[src/rtl/wrr_burst_arbiter.sv]
// N-way weighted round-robin arbiter with burst locking: a winner holds the grant until its
// req_last beat and may win up to weight[i] consecutive bursts. Optional: WRR_BURST_TIMEOUT_EN.
module wrr_burst_arbiter #(
  parameter int unsigned REQUEST_LINES = 4,
  parameter int unsigned WEIGHT_W      = 4
`ifdef WRR_BURST_TIMEOUT_EN
  ,
  parameter int unsigned TIMEOUT_CYC   = 64
`endif
) (
  input  logic                                clk,
  input  logic                                rst,
  input  logic                                en,
  input  logic [REQUEST_LINES-1:0]            req,
  input  logic [REQUEST_LINES-1:0]            req_last,
  input  logic [REQUEST_LINES*WEIGHT_W-1:0]   weight,
  output logic [REQUEST_LINES-1:0]            grant,
  output logic [$clog2(REQUEST_LINES)-1:0]    grant_idx,
  output logic                                grant_valid
`ifdef WRR_BURST_TIMEOUT_EN
  ,
  output logic                                timeout_pulse
`endif
);

  localparam int unsigned N    = REQUEST_LINES;
  localparam int unsigned IdxW = $clog2(REQUEST_LINES);

  typedef enum logic [0:0] {StIdle, StBusy} state_e;

  state_e              r_state;
  logic [N-1:0]        r_grant;
  logic [IdxW-1:0]     r_idx;
  logic [IdxW-1:0]     r_ptr;
  logic                r_valid;
  logic [WEIGHT_W-1:0] r_credit [N];

  logic [IdxW-1:0]     w_ptr_next;
  logic [IdxW-1:0]     w_arb_ptr;
  logic [N-1:0]        w_arb_req;
  logic [2*N-1:0]      w_ptr_oh;
  logic [2*N-1:0]      w_dbl;
  logic [2*N-1:0]      w_gnt_dbl;
  logic [N-1:0]        w_win;
  logic [IdxW-1:0]     w_win_idx;
  logic [WEIGHT_W-1:0] w_win_wt;
  logic [WEIGHT_W-1:0] w_win_load;
  logic                w_hold_req;
  logic                w_hold_last;
  logic [WEIGHT_W-1:0] w_hold_credit;
  logic                w_timeout;
  logic                w_busy_end;
  logic                w_busy_again;

`ifdef WRR_BURST_TIMEOUT_EN
  localparam int unsigned CntW = $clog2(TIMEOUT_CYC + 1);
  logic [CntW-1:0] r_tcnt;
  logic            r_tpulse;
  assign w_timeout     = (r_state == StBusy) && (r_tcnt == CntW'(TIMEOUT_CYC - 1));
  assign timeout_pulse = r_tpulse;
`else
  assign w_timeout = 1'b0;
`endif

  always_comb begin
    w_ptr_next = (r_idx == IdxW'(N - 1)) ? '0 : r_idx + 1'b1;
    // While busy, arbitrate as if the holder has already rotated away.
    w_arb_ptr  = (r_state == StBusy) ? w_ptr_next : r_ptr;
    w_arb_req  = (r_state == StBusy) ? (req & ~r_grant) : req;
    w_ptr_oh   = '0;
    w_ptr_oh[w_arb_ptr] = 1'b1;
    // First set bit at or above the pointer; the upper copy supplies the wrap-around.
    w_dbl      = {w_arb_req, w_arb_req};
    w_gnt_dbl  = w_dbl & ~(w_dbl - w_ptr_oh);
    w_win      = w_gnt_dbl[N-1:0] | w_gnt_dbl[2*N-1:N];
    w_win_idx  = '0;
    for (int k = 0; k < N; k++) begin
      if (w_win[k]) w_win_idx = IdxW'(k);
    end
    w_win_wt   = weight[w_win_idx*WEIGHT_W +: WEIGHT_W];
    w_win_load = (w_win_wt == '0) ? '0 : w_win_wt - 1'b1;

    w_hold_req    = req[r_idx];
    w_hold_last   = req_last[r_idx];
    w_hold_credit = r_credit[r_idx];
    w_busy_end    = (r_state == StBusy) &&
                    (!w_hold_req || (w_hold_last && (w_hold_credit == '0)) || w_timeout);
    w_busy_again  = (r_state == StBusy) && w_hold_req && w_hold_last &&
                    (w_hold_credit != '0) && !w_timeout;
  end

  always_ff @(posedge clk) begin
    if (rst) begin
      r_state <= StIdle;
      r_grant <= '0;
      r_idx   <= '0;
      r_ptr   <= '0;
      r_valid <= 1'b0;
      for (int k = 0; k < N; k++) r_credit[k] <= '0;
`ifdef WRR_BURST_TIMEOUT_EN
      r_tcnt   <= '0;
      r_tpulse <= 1'b0;
`endif
    end else begin
`ifdef WRR_BURST_TIMEOUT_EN
      r_tpulse <= 1'b0;
`endif
      if (en) begin
        unique case (r_state)
          StIdle: begin
            if (|w_win) begin
              r_state <= StBusy;
              r_grant <= w_win;
              r_idx   <= w_win_idx;
              r_valid <= 1'b1;
              if (r_credit[w_win_idx] == '0) r_credit[w_win_idx] <= w_win_load;
            end
`ifdef WRR_BURST_TIMEOUT_EN
            r_tcnt <= '0;
`endif
          end
          StBusy: begin
            if (w_busy_end) begin
              r_ptr           <= w_ptr_next;
              r_credit[r_idx] <= '0;
              if (|w_win) begin
                r_grant <= w_win;
                r_idx   <= w_win_idx;
                r_valid <= 1'b1;
                if (r_credit[w_win_idx] == '0) r_credit[w_win_idx] <= w_win_load;
              end else begin
                r_state <= StIdle;
                r_grant <= '0;
                r_idx   <= '0;
                r_valid <= 1'b0;
              end
            end else if (w_busy_again) begin
              r_credit[r_idx] <= w_hold_credit - 1'b1;
            end
`ifdef WRR_BURST_TIMEOUT_EN
            r_tcnt   <= w_busy_end ? '0 : r_tcnt + 1'b1;
            r_tpulse <= w_timeout;
`endif
          end
          default: r_state <= StIdle;
        endcase
      end
    end
  end

  assign grant       = r_grant;
  assign grant_idx   = r_idx;
  assign grant_valid = r_valid;

endmodule

[config.mk]
export PLATFORM = sky130hd
export DESIGN_NAME = wrr_burst_arbiter
export DESIGN_NICKNAME = d
export VERILOG_FILES = /design/src/rtl/wrr_burst_arbiter.sv
export SDC_FILE = /design/constraint.sdc
export NUM_CORES = 1
export LEC_CHECK = 0
export CAP_MARGIN = 15
export CORE_MARGIN = 1.5
export CORE_UTILIZATION = 54
export DETAILED_ROUTE_END_ITERATION = 8
export PLACE_DENSITY = 0.8
export RECOVER_POWER = 50
export SLEW_MARGIN = 25
export SYNTH_ARGS = -nofsm -noshare
export SYNTH_HDL_FRONTEND = slang
export SYNTH_SLANG_ARGS = --single-unit
export TNS_END_PERCENT = 30
[constraint.sdc]
create_clock -name clk -period 11.4 [get_ports clk]
set_input_delay 1.14 -clock clk [delete_from_list [all_inputs] [get_ports clk]]
set_output_delay 1.14 -clock clk [all_outputs]
set_load 0.1 [all_outputs]
# ---- Word level (Yosys, flattened, before mapping)
# Memory sizes are Yosys's and may differ from the RTL's. A register that Yosys moved wholly into a read port is not among the register bits.
# Cells that the tools add are included.
dict set report word_totals {
  ff_bits 10
  latch_bits 0
  ramBits 16
  rom_bits 0
  in_bits 27
  out_inout_bits 7
  wordCells 107
  n_memories 1
}
dict set report op_classes {
  addsub 4
  multipliers 0
  div_mod_pow 0
  n_lt_le_gt_ge 3
  eq_ne 4
  shift 1
  muxes 61
  bitwise 11
  n_reduce_logical 17
}
# memory depth word_bits read_ports rd_clocked_by_memory_dff wr line_no
set mem_list {}
lappend mem_list {r_credit 4 4 2 1 4 36} ;# logic [WEIGHT_W-1:0] r_credit [N];
# op n
set op_table {}
lappend op_table {{4-bit 2-to-1 mux} 9}
lappend op_table {{1-bit 2-to-1 mux} 34}
lappend op_table {{2-bit 2-to-1 mux} 11}
lappend op_table {{16-bit by 5-bit variable part select with 4-bit output} 1}
lappend op_table {{4-bit logical NOT} 3}
lappend op_table {{4-bit OR reduction} 3}
lappend op_table {{8-bit bitwise AND} 1}
lappend op_table {{8-bit inverter} 1}
lappend op_table {{4-bit one-hot mux with 2 select lines} 1}
lappend op_table {{4-bit by 1-bit subtractor with 4-bit output, second input constant} 2}
lappend op_table {{8-bit by 4-bit subtractor with 8-bit output} 1}
lappend op_table {{1-bit logical AND} 6}
lappend op_table {{3-bit AND reduction} 2}
lappend op_table {{4-bit bitwise AND} 1}
lappend op_table {{1-bit binary-select mux with 2-bit select} 2}
lappend op_table {{2-bit by 4-bit less-than comparator with 1-bit output, second input constant} 1}
lappend op_table {{4-bit inverter} 1}
lappend op_table {{4-bit bitwise OR} 1}
lappend op_table {{1-bit one-hot mux with 2 select lines} 2}
lappend op_table {{2-bit one-hot mux with 2 select lines} 1}
lappend op_table {{4-bit nonzero test} 1}
lappend op_table {{2-bit by 3-bit less-than comparator with 1-bit output, second input constant} 1}
lappend op_table {{2-bit by 1-bit adder with 2-bit output, second input constant} 1}
lappend op_table {{1-bit bitwise AND} 2}
lappend op_table {{other kinds (10)} 12}

# ---- Depth between registers and ports, before layout
# An unclocked memory read counts as a cell.
dict set report logic_depth {
  ltp_word 29
  depth_mapped 18
  ltp_nobuf 17
}

# ---- Least setup slack after synthesis
# OpenSTA, ideal clock, no wires.
dict set report synth_timing {
  path_type {register to register}
  startpoint {register r_idx[0] (netlist: grant_idx[0])}
  endpoint {memory r_credit[2][0], data pin}
  setup_ns 0.134
  t_arrival_ns 4.564
  t_required_ns 11.266
  setup_slack_ns 6.703
  path_stages_with_launch 18
  period_less_slack_ns 4.697
  cell_sequence {dfxtp_1 > inv_1 > ha_1 > nand2b_1 > o22a_1 > ha_1 > o21a_1 > nor2_1 > a211oi_1 > or3_1 > buf_2 > buf_2 > a211oi_1 > a21oi_1 > ha_1 > and3_1 > nor3b_1 > a32o_1}
}
# element line_no
set synth_lines {}
lappend synth_lines {{start: declaration} 33} ;# logic [IdxW-1:0] r_idx;
lappend synth_lines {{start signal: assignment} 114} ;# r_idx <= w_win_idx;
lappend synth_lines {{start signal: assignment} 128} ;# r_idx <= w_win_idx;
lappend synth_lines {{end: declaration} 36}

==> results.cfg <==
[synth]
synth_area_leaders = edfxtp_1, dfxtp_1, mux4_2
synth-async-reset-ratio = 0
synth_flop_cell = edfxtp_1
ys_seq_elements = 28
ys.warnings.count = 0
yosysSeqAreaShare = 0.326
synth.cell_area_sq_um = 2210
synth_top_area_frac = 0.217
synth_cells = 242
ys_types = 52
yosys.area.top_type = edfxtp_1
synth-edff-count = 16
synthesis.nets = 280
avgSynthCellArea_sq_um = 9.14

[placed_design]
gp_congestion = 0.978
dp.cells = 316
post-dp-hpwl_mm = 4.30
numPortBuffers = 33

[power_and_ir_drop]
p_leak_nw = 1.02
power_mw = 0.429
p_sw_frac = 0.430
combPwrFrac = 0.497
switchingPower_mw = 0.184
cellPowerDensity_nw_per_um2 = 164
internal_power_mw = 0.244
vdd_drop_max_v = 0.0000913
power.share.clock = 0.189
seqPwrFrac = 0.315

[sta]
tightest_slew_ns = 0.981
max_freq_ghz = 0.190
relSlewSlack = 0.344
post-route-period-util = 0.462
grt_setup_unrepaired = false
slew_violations = 0
finalClockSkew_ns = 0.00578
fin_worst_hold_slack_ns = 0.490
min_period_ns = 5.26
hold_viol = 0
fin_setup_tns_ns = 0
setup_viol = 0

[final_layout]
fin_nets = 309
fill_cells = 329
multi_input_area_sq_um = 1370
stdcell_count = 320
area_growth_pct = 18.2
seqCellArea_sq_um = 721
final_core_util = 0.658
antenna_cells = 0
layout-drive-gt1-share = 0.0667

[global_routing]
grt_overflow = 0
grt_pass1_vias = 1831
antenna_found_initial = 0
grt_pass1_wl_mm = 8.75
globalRouteMet2Util = 0.416
gr-usage-met1 = 0.374
globalRouteMet3Util = 0.0304
grt_usage = 0.263
grt_busiest_layer = met2
grt_max_degree = 21

[worst_setup_path]
cp-end-kind = flip-flop
crit_path_frequent_cell = o21ai_0
cp.required_ns = 11.39
crit_buf_inv = 1
crit_fanout = 11
arrival_ns = 5.25
slowest_delay_ns = 0.68
crit_slowest_cell = o31ai_1
r2r_slack_ns = 6.57
crit_path_cell_trace = dlygate4sd3_1 -> a21boi_0 -> nor2_1 -> fa_1 -> nor2b_1 -> o21ai_0 -> a31oi_1 -> o21ai_0 -> or3b_1 -> a32oi_1 -> o31ai_1 -> nand2_1 -> nand3_1
start_kind = primary input
crit_type = in2reg
crit_family = compound AO/OA/AOI/OAI gates

[route]
drtIter0Drc = 158
first_pass_iters = 4
drt-total-wl_mm = 5.49
vias = 2031
ant_nets = 0
via_per_inst = 6.35
drc = 0
routedWlPerCell_microns = 17.1

[die]
die_y_microns = 67.0
die_x_microns = 67.0
ios = 34
start_util = 0.557
rows = 23
dieArea_sq_um = 4490
placeableCoreArea_sq_um = 3970

[cts]
cts_buffers = 3
clock_sinks = 28
cts-root-buf = clkbuf_8
cts_setup_buffers = 0
cts_tree = built
path_clk_slew_ns = 0.10
cts_buffer_depth = 2
ctsHtreeMaxLevel = 1
post_cts_resized = 0
ctsHoldBuffers = 0
insertion_delay_ns = 0.28

[hold_path]
min_path_type = reg2reg

[job]
cap_violations = 0

[outcome]
status = complete, no violations
## metrics by stage
step	area, sq um	setup slack (ns)
after detailed placement	2560	6.27
final	2610	6.14
after floorplan	2210	6.70
after CTS	2640	6.54
after global placement	2560	6.33
after global routing	2610	5.80
## cells by family after synthesis
family	share of synthesized area
simple gates	0.205
mux	0.0928
compound gates	0.254
xor+xnor	0.0119
buf+inv	0.0447
fa+ha+maj	0.0656
flops	0.326
## layout make-up
| class | instances | share of cell area |
|---|---|---|
| tap | 50 | 0.0239 |
| sequential | 28 | 0.276 |
| clock buffer | 3 | 0.0158 |
| inverter | 16 | 0.0230 |
| multi-input combinational | 189 | 0.524 |
| clock inverter | 1 | 0.0115 |
| timing repair buffer | 33 | 0.126 |
## per-layer routing
layer | wire (microns) | vias to the layer above | share of wire
li1 | - | 977 | -
met1 | 2500 | 952 | 0.46
met2 | 2530 | 92 | 0.46
met3 | 380 | 10 | 0.069
met4 | 79 | 0 | 0.014
met5 | 0 | - | 0
## flip-flops by register name, summed over array words and instances, names as in the netlist, named ones only
register     count
grant_idx        2
grant_valid      1
r_state          1
r_credit        16
grant            4
r_ptr            2
## synthesized netlist by cell type, types with 3 or more instances
library cell  number
nor2_1            27
nand2_1           18
edfxtp_1          16
inv_1             16
a21oi_1           12
dfxtp_1           12
ha_1              10
o21ai_0           10
a22o_1             9
mux2i_1            7
nor2b_1            7
a211oi_1           6
and2_1             6
mux4_2             6
a32o_1             5
and3_1             5
clkbuf_1           5
nand3_1            5
a21boi_1           4
buf_2              4
nor4_1             4
o31ai_1            4
a31oi_1            3
or2_2              3
xnor2_1            3
## cell usage in the layout, fill, tap and decap left out, types with 3 or more instances in the layout
master / instances
edfxtp_1: 16
nor2_1: 27
or2_2: 3
a211oi_1: 6
ha_1: 10
nor4_1: 4
dfxtp_1: 12
a31oi_1: 3
and3_1: 5
mux4_2: 6
nand2_1: 18
nor2b_1: 7
a32o_1: 5
xnor2_1: 3
a21oi_1: 12
inv_1: 16
o31ai_1: 5
mux2i_1: 7
o21ai_0: 10
clkbuf_8: 3
dlygate4sd3_1: 8
and2_1: 6
a21boi_1: 3
clkdlybuf4s50_1: 25
nand3_1: 5
a22o_1: 9
## worst register-to-register path: cells and delay by family (launching register included)
kind / cells / cell delay [ns]
AO/OA/AOI/OAI: 6 / 1.90
adder cells (fa/ha/maj): 2 / 0.81
buffers and inverters: 2 / 0.23
flip-flops: 1 / 0.59
AND/OR/NAND/NOR: 5 / 1.00
## final timing paths
check / to / cells past startpoint / startpoint
hold / removal: grant[3] / 2 / grant[3]
setup / recovery: r_credit[2][0] / 13 / req[0]
setup reg to reg: r_credit[2][0] / 15 / grant_idx[0]
hold reg to reg: grant[3] / 2 / grant[3]
## power by group through the flow
stage	Sequential, mW	Combinational [mW]	Clock, mW
floorplan	0.163	0.139	0
global placement	0.137	0.213	0
detailed placement	0.138	0.216	0
CTS	0.135	0.217	0.0807
global route	0.138	0.232	0.0835
finish	0.135	0.213	0.0809
Note: power is estimated with default switching activity, not from simulation.
